<file path="src/rtl/mux_types_pkg.sv">
`default_nettype none
// ============================================================================
//  Module      : mux_types_pkg
//  Description : Shared select/state enumerations for the datapath muxes and
//                the elastic pipeline stage.
//  Revision    : 1.0 - initial release
// ============================================================================
package mux_types_pkg;

    // Operand-select encodings used by the datapath muxes.
    typedef enum logic [1:0] {
        SEL_REG  = 2'd0,
        SEL_IMM  = 2'd1,
        SEL_PC   = 2'd2,
        SEL_ZERO = 2'd3
    } mux_sel_t;

    // Forwarding-select encodings used by the hazard logic.
    typedef enum logic [1:0] {
        FWD_NONE = 2'd0,
        FWD_EX   = 2'd1,
        FWD_MEM  = 2'd2,
        FWD_WB   = 2'd3
    } fwd_sel_t;

    // Fill level of a two-entry pipeline stage.
    typedef enum logic [1:0] {
        EMPTY = 2'd0,
        ONE   = 2'd1,
        TWO   = 2'd2
    } pipe_state_t;

    localparam int c_OCC_W = 2;

    // Number of entries held in a given stage state.
    function automatic logic [c_OCC_W-1:0] occ_of(input pipe_state_t st);
        case (st)
            ONE:     occ_of = 2'd1;
            TWO:     occ_of = 2'd2;
            default: occ_of = 2'd0;
        endcase
    endfunction

endpackage : mux_types_pkg
`default_nettype wire

</file>
<file path="src/rtl/sat_counter.sv">
`default_nettype none
// ============================================================================
//  Module      : sat_counter
//  Description : Up-counter that sticks at all-ones; clr wins over inc.
//  Revision    : 1.0 - initial release
// ============================================================================
module sat_counter #(
    parameter int CNTW = 16
) (
    input  logic            CLK,
    input  logic            nRST,
    input  logic            inc,
    input  logic            clr,
    output logic [CNTW-1:0] count
);

    localparam logic [CNTW-1:0] c_MAX = '1;
    localparam logic [CNTW-1:0] c_ONE = {{(CNTW-1){1'b0}}, 1'b1};

    logic [CNTW-1:0] r_count;

    // Count qualifying cycles, stopping at the maximum instead of wrapping.
    always_ff @(posedge CLK or negedge nRST) begin
        if (!nRST) begin
            r_count <= '0;
        end else if (clr) begin
            r_count <= '0;
        end else if (inc && (r_count != c_MAX)) begin
            r_count <= r_count + c_ONE;
        end
    end

    assign count = r_count;

endmodule : sat_counter
`default_nettype wire

</file>
<file path="src/rtl/pipe_stage.sv">
`default_nettype none
// ============================================================================
//  Module      : pipe_stage
//  Description : Two-entry valid/ready pipeline stage (main + skid register)
//                with registered handshake outputs, flush and a saturating
//                back-pressure counter.
//  Revision    : 1.0 - initial release
// ============================================================================
module pipe_stage
    import mux_types_pkg::*;
#(
    parameter int               WIDTH  = 32,
    parameter logic [WIDTH-1:0] BUBBLE = '0,
    parameter int               CNTW   = 16
) (
    input  logic             CLK,
    input  logic             nRST,
    input  logic             flush,
    input  logic             in_valid,
    output logic             in_ready,
    input  logic [WIDTH-1:0] in_data,
    output logic             out_valid,
    input  logic             out_ready,
    output logic [WIDTH-1:0] out_data,
    output logic [1:0]       occupancy,
    output logic [CNTW-1:0]  stall_cnt,
    input  logic             stall_clr
);

    pipe_state_t      r_state;
    logic [WIDTH-1:0] r_main;
    logic [WIDTH-1:0] r_skid;

    pipe_state_t      w_state_nxt;
    logic [WIDTH-1:0] w_main_nxt;
    logic [WIDTH-1:0] w_skid_nxt;
    logic             w_accept;
    logic             w_consume;
    logic             w_stall;

    // Handshake outputs decode state only, so no ready/valid path crosses the stage.
    assign in_ready  = (r_state != TWO);
    assign out_valid = (r_state != EMPTY);
    assign out_data  = r_main;
    assign occupancy = occ_of(r_state);

    assign w_accept  = in_valid & in_ready;
    assign w_consume = out_valid & out_ready;
    assign w_stall   = out_valid & ~out_ready;

    // Next-state and storage update; flush overrides every handshake event.
    always_comb begin
        w_state_nxt = r_state;
        w_main_nxt  = r_main;
        w_skid_nxt  = r_skid;
        if (flush) begin
            w_state_nxt = EMPTY;
            w_main_nxt  = BUBBLE;
            w_skid_nxt  = BUBBLE;
        end else begin
            case (r_state)
                EMPTY: begin
                    if (w_accept) begin
                        w_state_nxt = ONE;
                        w_main_nxt  = in_data;
                    end
                end
                ONE: begin
                    if (w_accept && w_consume) begin
                        w_main_nxt  = in_data;
                    end else if (w_accept) begin
                        w_state_nxt = TWO;
                        w_skid_nxt  = in_data;
                    end else if (w_consume) begin
                        w_state_nxt = EMPTY;
                        w_main_nxt  = BUBBLE;
                    end
                end
                TWO: begin
                    // Skid entry is older than anything upstream, so it moves to the head.
                    if (w_consume) begin
                        w_state_nxt = ONE;
                        w_main_nxt  = r_skid;
                        w_skid_nxt  = BUBBLE;
                    end
                end
                default: begin
                    w_state_nxt = EMPTY;
                    w_main_nxt  = BUBBLE;
                    w_skid_nxt  = BUBBLE;
                end
            endcase
        end
    end

    // State and payload registers, cleared to the bubble value on reset.
    always_ff @(posedge CLK or negedge nRST) begin
        if (!nRST) begin
            r_state <= EMPTY;
            r_main  <= BUBBLE;
            r_skid  <= BUBBLE;
        end else begin
            r_state <= w_state_nxt;
            r_main  <= w_main_nxt;
            r_skid  <= w_skid_nxt;
        end
    end

    sat_counter #(
        .CNTW (CNTW)
    ) u_stall_cnt (
        .CLK   (CLK),
        .nRST  (nRST),
        .inc   (w_stall),
        .clr   (stall_clr),
        .count (stall_cnt)
    );

endmodule : pipe_stage
`default_nettype wire

</file>
<file path="config.mk">
export PLATFORM = sky130hd
export DESIGN_NAME = pipe_stage
export DESIGN_NICKNAME = d
export VERILOG_FILES = /design/src/rtl/mux_types_pkg.sv /design/src/rtl/sat_counter.sv /design/src/rtl/pipe_stage.sv
export SDC_FILE = /design/constraint.sdc
export NUM_CORES = 1
export LEC_CHECK = 0
export CORE_MARGIN = 10
export CORE_UTILIZATION = 50
export CTS_CLUSTER_SIZE = 24
export DETAILED_ROUTE_END_ITERATION = 16
export PLACE_DENSITY = 0.84
export SLEW_MARGIN = 20
export SYNTH_ARGS = -nofsm -noshare
export SYNTH_HDL_FRONTEND = slang
export SYNTH_SLANG_ARGS = --single-unit
export TNS_END_PERCENT = 50
</file>
<file path="constraint.sdc">
create_clock -name CLK -period 3.9 [get_ports CLK]
set_clock_uncertainty 0.1 [all_clocks]
set_input_delay 0.78 -clock CLK [delete_from_list [all_inputs] [get_ports CLK]]
set_output_delay 0.78 -clock CLK [all_outputs]
set_load 0.01 [all_outputs]
</file>
==> impl_table.tex <==
\begin{tabular}{lr}
\hline
Metric & Value \\
\hline
\multicolumn{2}{l}{\textbf{Status}} \\
\quad Status & finished clean \\
\multicolumn{2}{l}{\textbf{Finish}} \\
\quad Final-stage net count & 494 \\
\quad Non-Filler Instances & 561 \\
\quad Diodes inserted & 0 \\
\quad Area growth from synthesis to layout & 31.08\% \\
\quad Final-layout fill cell count & 577 \\
\quad Share of cells above drive strength 1 & 0.1024 \\
\multicolumn{2}{l}{\textbf{Route}} \\
\quad Overall via count from detail\_route & 3187 \\
\quad Routed wirelength normalized by instance count & 17.51 um \\
\quad DRT Wirelength & 9822 um \\
\quad Vias per inst & 5.681 \\
\quad Number of remaining DRC errors & 0 \\
\quad Detailed Routing Iterations Pass 1 & 5 \\
\quad Drt first-iter violations & 175 \\
\quad Detail Route Antenna Nets & 0 \\
\multicolumn{2}{l}{\textbf{Timing}} \\
\quad Final Hold Violating Endpoints & 0 \\
\quad Total Negative Setup Slacks & 0 ps \\
\quad Crit share post-route & 0.7192 \\
\quad Max-slew violations & 0 \\
\quad Minimum setup slack in the final design & 1095 ps \\
\quad Maximum frequency from static timing analysis & 356.5 MHz \\
\quad Final worst path period need & 2805 ps \\
\quad Endpoints failing setup & 0 \\
\quad Worst relative slew slack & 0.5146 \\
\quad Setup repair after global routing missed its margin & false \\
\quad Slew at the pin closest to its max-slew limit & 722.5 ps \\
\multicolumn{2}{l}{\textbf{Synthesis}} \\
\quad Count of state elements after synthesis & 82 \\
\quad Main area contributors after synthesis & dfrtp\_1 53\%, mux2i\_1 8.5\%, o2bb2ai\_1 7.2\%, a22oi\_1 6.2\%, nand2\_1 4.0\% \\
\quad Sequential share of the synthesized area & 0.5272 \\
\quad Count of flip-flops with a built-in enable after synthesis & 0 \\
\quad Top cell type by total area after synthesis & dfrtp\_1 \\
\quad Synthesized netlist net count & 412 \\
\quad Most used standard cell by instance count after synthesis & dfrtp\_1 \\
\quad Number of distinct library cells after synthesis & 39 \\
\quad Summed instance area of the synthesized netlist & 0.003892 mm2 \\
\quad Post-synth top area share & 0.5272 \\
\quad Top cell types by occurrence after synthesis & 82 x dfrtp\_1, 41 x nand2\_1, 39 x inv\_1 \\
\quad Syn\_area\_per\_cell & 10.44 um2 \\
\quad Dominant register cell in the synthesized netlist & dfrtp\_1 \\
\quad Number of warnings printed during yosys synthesis & 0 \\
\quad Instance count of the mapped netlist & 373 \\
\quad Fraction of registers with async set/reset & 1.000 \\
\multicolumn{2}{l}{\textbf{Critical path}} \\
\quad Worst reg2reg path depth & 4 \\
\quad Worst EP required & 3020 ps \\
\quad Worst-path maximum fanout & 10 \\
\quad Crit path launch type & flop \\
\quad Type of destination of the critical path & output pin \\
\quad Reg2Reg Setup Slack & 1710 ps \\
\quad Critical setup path kind & reg2out \\
\quad Worst path arrival time & 1920 ps \\
\quad Crit Reg-Reg Startpoint & r\_state[0] \\
\quad RR Endpoint & u\_stall\_cnt.count[13] \\
\multicolumn{2}{l}{\textbf{Die}} \\
\quad Initial Utilization & 0.5090 \\
\quad Floorplan die width & 108.2 um \\
\quad Core ar. & 0.007647 mm2 \\
\quad Die Footprint & 0.01171 mm2 \\
\quad Die Y-Extent & 108.2 um \\
\quad Row count & 32 \\
\quad Io pins & 90 \\
\multicolumn{2}{l}{\textbf{Placement}} \\
\quad Weighted congestion at the end of routability-driven global placement & 0.8836 \\
\quad Cell count after placement & 546 \\
\quad PortBufs & 89 \\
\quad Setup slack after placement & 858.0 ps \\
\quad Final HPWL DP & 6925 um \\
\multicolumn{2}{l}{\textbf{Hold path}} \\
\quad Worst min-delay path category & in2async \\
\multicolumn{2}{l}{\textbf{Pwr}} \\
\quad Lkg Pwr & 2.126 nW \\
\quad IR Drop Worst-Case VDD & 0.1993 mV \\
\quad Power density over the cells & 373.6 mW/mm2 \\
\multicolumn{2}{l}{\textbf{CTS}} \\
\quad Clock buffers created by TritonCTS & 9 \\
\quad CTS HTree Levels & 3 \\
\quad Setup repair bufs after CTS & 0 \\
\quad Resized cells post-CTS & 0 \\
\quad Maximum buffer depth of the clock tree & 2 \\
\quad Clock slew seen by the registers of the worst setup and hold paths & 80 ps \\
\quad Hold-fix buffers at CTS & 0 \\
\quad Clock latency at the later pin of the worst-skew pair & 340 ps \\
\quad Clock tree sinks & 82 \\
\quad CTS tree & built \\
\quad CTS Root Cell & clkbuf\_8 \\
\multicolumn{2}{l}{\textbf{Global route}} \\
\quad Tot GR Track Use & 0.1711 \\
\quad Vias in the first global route & 3317 \\
\quad Pin count of the biggest net entering global routing & 83 \\
\quad Global route total overflow & 0 \\
\quad Global-route wire length before repair & 16280 um \\
\quad Number of antenna violations at the first check in global routing & 0 \\
\multicolumn{2}{l}{\textbf{Flow run}} \\
\quad \# Max-Cap Violations & 0 \\
\hline
\end{tabular}
-- worst max path at each step --
| stage | endpoint | cells after the start | startpoint |
|---|---|---|---|
| 2_1_floorplan | u_stall_cnt.count[13] | 5 | out_ready |
| 3_3_place_gp | u_stall_cnt.count[13] | 5 | out_ready |
| 3_5_place_dp | u_stall_cnt.count[13] | 5 | out_ready |
| 4_1_cts | occupancy[1] | 2 | r_state[1] |
| 5_1_grt | occupancy[1] | 2 | r_state[1] |
| 6_report | occupancy[1] | 2 | r_state[1] |
-- sequential cells by signal, summed over array words and instances, names as in the netlist --
| signal | cells |
|---|---|
| out_data | 32 |
| r_skid | 32 |
| r_state | 2 |
| u_stall_cnt.count | 16 |
-- logic make-up (layout without fill, tap and decap cells) --
| kind of cell | Yosys count | after routing | share of synthesized area |
|---|---|---|---|
| buf+inv | 65 | 151 | 0.06558 |
| fa+ha+maj | 1 | 1 | 0.003214 |
| flops | 82 | 82 | 0.5272 |
| mux | 37 | 37 | 0.09643 |
| simple gates | 93 | 93 | 0.1176 |
| compound gates | 95 | 95 | 0.1900 |
-- per-stage QoR --
stage | instance area, um2 | power [W] | utilization | hold slack, ps
floorplan | 3892 | 0.001084 | - | 384.4
global placement | 4882 | 0.001250 | 0.6384 | 369.8
detailed placement | 4882 | 0.001258 | 0.6384 | 372.5
CTS | 5099 | 0.001930 | 0.6667 | 395.0
global route | 5102 | 0.002002 | 0.6672 | 401.7
finish | 5102 | 0.001906 | 0.6672 | 358.1
-- area by class of cell --
| class | count | area (um2) | share of cell area |
|---|---|---|---|
| tap | 102 | 127.6 | 0.02501 |
| timing repair buffer | 97 | 952.2 | 0.1866 |
| multi-input combinational | 226 | 1608 | 0.3151 |
| clock inverter | 5 | 78.83 | 0.01545 |
| sequential | 82 | 2052 | 0.4022 |
| inverter | 39 | 146.4 | 0.02869 |
| clock buffer | 10 | 137.6 | 0.02697 |
-- critical path: stages, from the launching register on --
cell             delay, ps
dfrtp_1                570
nor2b_2                410
clkdlybuf4s50_1        610
-- cell usage in the layout, fill, tap and decap left out, types with 3 or more instances in the layout --
cell type	n
dfrtp_1	82
nand4_1	4
a21oi_1	10
or4_1	6
clkdlybuf4s50_1	88
nor3_1	8
o2bb2ai_1	32
a22oi_1	32
nand2_1	41
or2_2	3
clkbuf_8	10
o31ai_1	6
mux2_2	4
buf_4	8
nor2b_1	3
nor2_1	8
inv_1	39
mux2i_1	33
nand3_1	6
-- power breakdown --
group / leakage [nW] / switching [W] / internal [W] / total, W
registers: 1.11 / 0.0000332 / 0.000899 / 0.000932
clock network: 0.112 / 0.000294 / 0.000373 / 0.000667
logic: 0.904 / 0.000153 / 0.000154 / 0.000307
total: 2.13 / 0.000480 / 0.00143 / 0.00191
-- metal layers --
layer / vias up / GRT usage / routed length, um
li1: 1490 / - / -
met4: 0 / 0.04103 / 84
met3: 9 / 0.07317 / 952
met5: - / 0 / 0
met2: 121 / 0.2707 / 4677
met1: 1567 / 0.2118 / 4107
(Power assumes the default switching activity.)
